[src/rtl/blk_67ac2c_if.sv]
// Avalon-ST style sink bundle (data/valid/ready, readyLatency 0) feeding the line combiner.
interface blk_67ac2c_if #(
    parameter int DATA_WIDTH = 72
);
    logic [DATA_WIDTH-1:0] data;
    logic                  valid;
    logic                  ready;

    modport master (output data, output valid, input ready);
    modport slave  (input data, input valid, output ready);
endinterface

[src/rtl/blk_67ac2c.sv]
// Line combiner timing adapter: elastic FIFO turning a bursty XGMII sink into a gapless stream.
// Optional underflow statistics counter enabled by defining SONIC_LINE_COMBINER_STATS_EN.
module blk_67ac2c #(
    parameter int                    DATA_WIDTH  = 72,
    parameter int                    FIFO_DEPTH  = 8,
    parameter int                    ADDR_WIDTH  = 3,
    parameter int                    START_LEVEL = 4,
    parameter logic [DATA_WIDTH-1:0] IDLE_WORD   = 72'hFF_0707070707070707,
    parameter int                    CNT_WIDTH   = 16
) (
    input  logic                  clk,
    input  logic                  reset_n,
    blk_67ac2c_if.slave           sink,
    output logic [DATA_WIDTH-1:0] out_data,
    output logic                  out_active,
    output logic                  underflow,
    output logic [CNT_WIDTH-1:0]  underflow_count
);
    typedef enum logic {PRIME, RUN} state_t;

    localparam logic [ADDR_WIDTH:0] FULL_LVL  = (ADDR_WIDTH+1)'(FIFO_DEPTH);
    localparam logic [ADDR_WIDTH:0] START_LVL = (ADDR_WIDTH+1)'(START_LEVEL);

    state_t                state, state_nxt;
    logic [DATA_WIDTH-1:0] mem [FIFO_DEPTH];
    logic [ADDR_WIDTH-1:0] wr_ptr, rd_ptr;
    logic [ADDR_WIDTH:0]   fill;
    logic                  push, pop, uf_nxt;

    // Ready comes only from registered fill so the source sees no in_valid->in_ready path.
    assign sink.ready = (fill != FULL_LVL);
    assign push       = sink.valid & sink.ready;

    always_comb begin
        state_nxt = state;
        pop       = 1'b0;
        uf_nxt    = 1'b0;
        case (state)
            PRIME: if (fill >= START_LVL) state_nxt = RUN;
            RUN: begin
                if (fill != '0) begin
                    pop = 1'b1;
                end else begin
                    uf_nxt    = 1'b1;
                    state_nxt = PRIME;
                end
            end
            default: state_nxt = PRIME;
        endcase
    end

    always_ff @(posedge clk or negedge reset_n) begin
        if (!reset_n) begin
            state      <= PRIME;
            wr_ptr     <= '0;
            rd_ptr     <= '0;
            fill       <= '0;
            out_data   <= IDLE_WORD;
            out_active <= 1'b0;
            underflow  <= 1'b0;
        end else begin
            state     <= state_nxt;
            underflow <= uf_nxt;
            if (push) wr_ptr <= wr_ptr + ADDR_WIDTH'(1);
            if (pop)  rd_ptr <= rd_ptr + ADDR_WIDTH'(1);
            case ({push, pop})
                2'b10:   fill <= fill + (ADDR_WIDTH+1)'(1);
                2'b01:   fill <= fill - (ADDR_WIDTH+1)'(1);
                default: fill <= fill;
            endcase
            out_data   <= pop ? mem[rd_ptr] : IDLE_WORD;
            out_active <= pop;
        end
    end

    // Storage has no reset; only entries below fill are ever read.
    always_ff @(posedge clk) begin
        if (push) mem[wr_ptr] <= sink.data;
    end

`ifdef SONIC_LINE_COMBINER_STATS_EN
    always_ff @(posedge clk or negedge reset_n) begin
        if (!reset_n)
            underflow_count <= '0;
        else if (uf_nxt && (underflow_count != '1))
            underflow_count <= underflow_count + CNT_WIDTH'(1);
    end
`else
    assign underflow_count = '0;
`endif

endmodule
[src/flat_wrapper.sv]
// flat-port wrapper written by rule: the top's interface ports become plain ports
module blk_67ac2c_flat 
#(
    parameter int                    DATA_WIDTH  = 72,
    parameter int                    FIFO_DEPTH  = 8,
    parameter int                    ADDR_WIDTH  = 3,
    parameter int                    START_LEVEL = 4,
    parameter logic [DATA_WIDTH-1:0] IDLE_WORD   = 72'hFF_0707070707070707,
    parameter int                    CNT_WIDTH   = 16
)
  (clk, reset_n, out_data, out_active, underflow, underflow_count, sink_data, sink_valid, sink_ready);
  blk_67ac2c_if #(.DATA_WIDTH(DATA_WIDTH)) sink_i ();
  input  logic clk;
  input  logic reset_n;
  output logic [DATA_WIDTH-1:0] out_data;
  output logic out_active;
  output logic underflow;
  output logic [CNT_WIDTH-1:0] underflow_count;
  input wire logic [$bits(sink_i.data)-1:0] sink_data;
  input wire logic [$bits(sink_i.valid)-1:0] sink_valid;
  output wire logic [$bits(sink_i.ready)-1:0] sink_ready;
  assign sink_i.data = sink_data;
  assign sink_i.valid = sink_valid;
  assign sink_ready = sink_i.ready;
  blk_67ac2c #(.DATA_WIDTH(DATA_WIDTH), .FIFO_DEPTH(FIFO_DEPTH), .ADDR_WIDTH(ADDR_WIDTH), .START_LEVEL(START_LEVEL), .IDLE_WORD(IDLE_WORD), .CNT_WIDTH(CNT_WIDTH)) u_core (.clk(clk), .reset_n(reset_n), .sink(sink_i), .out_data(out_data), .out_active(out_active), .underflow(underflow), .underflow_count(underflow_count));
endmodule
[config.mk]
export PLATFORM = sky130hd
export DESIGN_NAME = blk_67ac2c_flat
export DESIGN_NICKNAME = d
export VERILOG_FILES = /design/src/rtl/blk_67ac2c_if.sv /design/src/rtl/blk_67ac2c.sv /design/src/flat_wrapper.sv
export SDC_FILE = /design/constraint.sdc
export NUM_CORES = 1
export LEC_CHECK = 0
export ABC_AREA = 1
export BUFFER_PORTS_ARGS = -buffer_cell sky130_fd_sc_hd__buf_2
export CAP_MARGIN = 5
export CORE_MARGIN = 2
export CORE_UTILIZATION = 60
export DETAILED_ROUTE_END_ITERATION = 7
export PLACE_DENSITY = 0.87
export SLEW_MARGIN = 20
export SYNTH_ARGS = -nofsm -noshare
export SYNTH_HDL_FRONTEND = slang
export SYNTH_SLANG_ARGS = --single-unit
[constraint.sdc]
create_clock -name clk -period 4.8 [get_ports clk]
set_input_delay 0.24 -clock clk [delete_from_list [all_inputs] [get_ports clk]]
set_output_delay 0.24 -clock clk [all_outputs]
set_load 0.01 [all_outputs]
==> results.tsv <==
stage	metric	value	unit
logic_synthesis	synth-seq-cells	661	
worst_setup_path	cp-end-kind	register	
floorplanning	io_pins	166	
outcome	outcome	finished clean	
timing	fin_crit	3045	ps
worst_setup_path	r2r_end	u_core.out_data[7]$_DFF_PN0_	
worst_setup_path	reg2reg_depth	5	
clock_tree	clk_pin_slew	70	ps
cells_and_area	finalNetCount	2178	
place	dp.cells	2503	
clock_tree	cts_sinks	661	
detailed_routing	vias	16568	
detailed_routing	vias_per_cell	6.150	
power_and_ir_drop	power-per-cell-area	633.1	mW/mm^2
clock_tree	cts_tree	done	
floorplanning	fp.dieW	209.2	um
detailed_routing	wirelength	60730	um
global_routing	grt_max_degree	199	
floorplanning	row_count	75	
place	port_buffers	149	
logic_synthesis	ys_warn_count	0	
place	placed_area	0.02629	mm^2
global_routing	grt_pass1_vias	16787	
detailed_routing	postRouteAntennaNets	0	
clock_tree	cts_max_level	2	
timing	final_hold_viol_count	0	
clock_tree	cts_root_buf	clkbuf_16	
timing	fin_setup_tns	0	ps
worst_setup_path	critical_path.cell_chain	buf_4 -> o21ai_0 -> o22ai_1 -> nor2_1 -> nor2_1	
global_routing	grt-ovfl-total	0	
worst_setup_path	critPathKind	reg2reg	
worst_hold_path	min_from	sink_valid	
worst_setup_path	crit_path_start_kind	register	
worst_setup_path	rrSetupSlack	1760	ps
timing	setup_viol	0	
detailed_routing	routedWlPerCell	22.54	um
detailed_routing	drt_iter0_drc	2379	
worst_setup_path	cpMostUsedCell	nor2_1	
place	globalplace.congestion	0.7681	
job	max-cap-violations	0	
logic_synthesis	syn_area	0.02526	mm^2
timing	skew	29.68	ps
timing	fin_hold_ws	94.90	ps
power_and_ir_drop	p_leak	10.51	nW
worst_hold_path	whs_path_depth	4	
clock_tree	insertion_delay	610	ps
floorplanning	die_area	0.04376	mm^2
cells_and_area	finalInstanceArea	0.02898	mm^2
worst_setup_path	slowest_stage	dfrtp_4	
timing	tightest_slew	1097	ps
timing	max_slew_margin	26.87	%
power_and_ir_drop	total_power	18.35	mW
worst_setup_path	crit_arrival	3560	ps
cells_and_area	drive_above_1_share	14.43	%
logic_synthesis	synthCells	1910	
cells_and_area	area_delta_synth_final	14.71	%
clock_tree	cts-hold-fix-buffers	73	
power_and_ir_drop	vdd_ir_drop_max	0.4242	mV
cells_and_area	fin_cells	2694	
worst_setup_path	cp.required	5310	ps
global_routing	grt_usage	27.34	%
clock_tree	cts_buffer_depth	3	
cells_and_area	finish.utilization	69.40	%
floorplanning	initial_core_util	60.50	%
timing	period_share	63.43	%
global_routing	antenna_found_initial	6	
floorplanning	fp.coreArea	0.04176	mm^2
logic_synthesis	avgSynthCellArea	13.23	um^2
clock_tree	post_cts_buffers	0	
global_routing	grt_pass1_wl	91560	um
timing	rsz0062_at_grt	no	
logic_synthesis	ys_seq_area_share	77.04	%
worst_hold_path	hold_path_class	in2reg	
detailed_routing	drtPass1Iterations	6	
worst_setup_path	critical_path.max_stage_delay	1100	ps
clock_tree	cts_buffers	58	
worst_setup_path	crit_fanout	97	
worst_hold_path	holdPathEnd	u_core.wr_ptr[0]$_DFFE_PN0P_	
floorplanning	die_h	209.2	um
place	preCtsSetupSlack	1949	ps
worst_setup_path	r2r-start	u_core.rd_ptr[1]$_DFFE_PN0N_	
place	hpwl	28570	um
timing	fmax	328.4	MHz
logic_synthesis	ys_types	25	
detailed_routing	drc_errors	0	
cells_and_area	mostFrequentLayoutCells	edfxtp_1, nand2_1, nor2_1, nand3_1, buf_2	
clock_tree	cts_resized	0	
timing	slew_viol_final	0	
cells_and_area	layout_commonest_cell	edfxtp_1	
timing	layout_setup_ws	1755	ps
[metal layers]
layer,GRT usage [%],routed length (um)
met1,34.64,21480
met2,46.15,30880
met3,5.095,6250
met4,12.88,2121
met5,0,0
[where the power goes]
part	leakage [nW]	switching (mW)	internal (mW)
Sequential	6.20	0.701	7.51
Clock	0.950	2.04	2.62
Combinational	3.36	3.83	1.65
Total	10.5	6.57	11.8
[cell type report]
type                       count  area, um^2
tap                          539       674.4
clock inverter                24       220.2
inverter                      13       60.06
clock buffer                  86        1698
timing repair buffer         247        1762
sequential                   661       19470
fill                        2413       12780
antenna                        7       17.52
multi-input combinational   1117        5072
[sequential cells by signal, indices dropped and copies added (netlist names)]
name and flops:
u_core.fill 4, u_core.mem 576, u_core.out_active 1, u_core.out_data 72
u_core.rd_ptr 3, u_core.state 1, u_core.underflow 1, u_core.wr_ptr 3
[cell families (layout without fill, tap and decap cells)]
| family | count (synthesis) | after routing | synth area share, % |
|---|---|---|---|
| xor gates and xnor gates | 6 | 6 | 0.2080 |
| other | 1 | 23 | 0.01484 |
| AOI/OAI and AO/OA | 246 | 246 | 5.468 |
| and+or+nand+nor | 844 | 844 | 13.68 |
| adders and majority gates | 5 | 5 | 0.2476 |
| buffers and inverters | 147 | 370 | 3.338 |
| DFF | 661 | 661 | 77.04 |
[synth_stat cells]
cell type  instances  area [um^2]
xnor2_1            2        17.52
clkbuf_1          39        146.4
xor2_1             4        35.03
buf_4             33        247.7
o21ai_0          129        645.6
o21ai_1           36        180.2
inv_1             10        37.54
nand3_1          228         1141
buf_6             16        180.2
ha_1               5        62.56
or2_2              1        6.260
buf_2             36        180.2
nor2_1           293         1100
conb_1             1        3.750
clkinv_1           1        3.750
edfxtp_1         576        17300
nand2_1          322         1209
inv_4              1        6.260
dfrtp_1           53         1326
o22ai_1           40        250.2
buf_1             10        37.54
o211ai_1          40        300.3
inv_2              1        3.750
dfstp_2           32        840.8
a21oi_1            1        5.000
[critical path: cells and delay by family, from the launching register on]
| kind | cells | cell delay (ps) |
|---|---|---|
| DFF | 1 | 1100 |
| AOI/OAI and AO/OA | 2 | 610 |
| buffers and inverters | 1 | 920 |
| and+or+nand+nor | 2 | 200 |
[how the worst max path moves through the flow]
stage	start	to	slack [ps]	cells past startpoint
after floorplan	u_core.fill[0]$_DFFE_PN0P_	u_core.mem[0][0]$_DFFE_PP_	240	5
after global placement	u_core.rd_ptr[1]$_DFFE_PN0N_	u_core.out_data[63]$_DFF_PN0_	2080	5
after detailed placement	u_core.rd_ptr[1]$_DFFE_PN0N_	u_core.out_data[19]$_DFF_PN0_	1950	5
after CTS	u_core.rd_ptr[1]$_DFFE_PN0N_	u_core.out_data[4]$_DFF_PN0_	1900	5
after global routing	u_core.rd_ptr[1]$_DFFE_PN0N_	u_core.out_data[19]$_DFF_PN0_	1640	5
final	u_core.rd_ptr[1]$_DFFE_PN0N_	u_core.out_data[7]$_DFF_PN0_	1760	5
No activity file was read; power rests on OpenSTA's default activity.
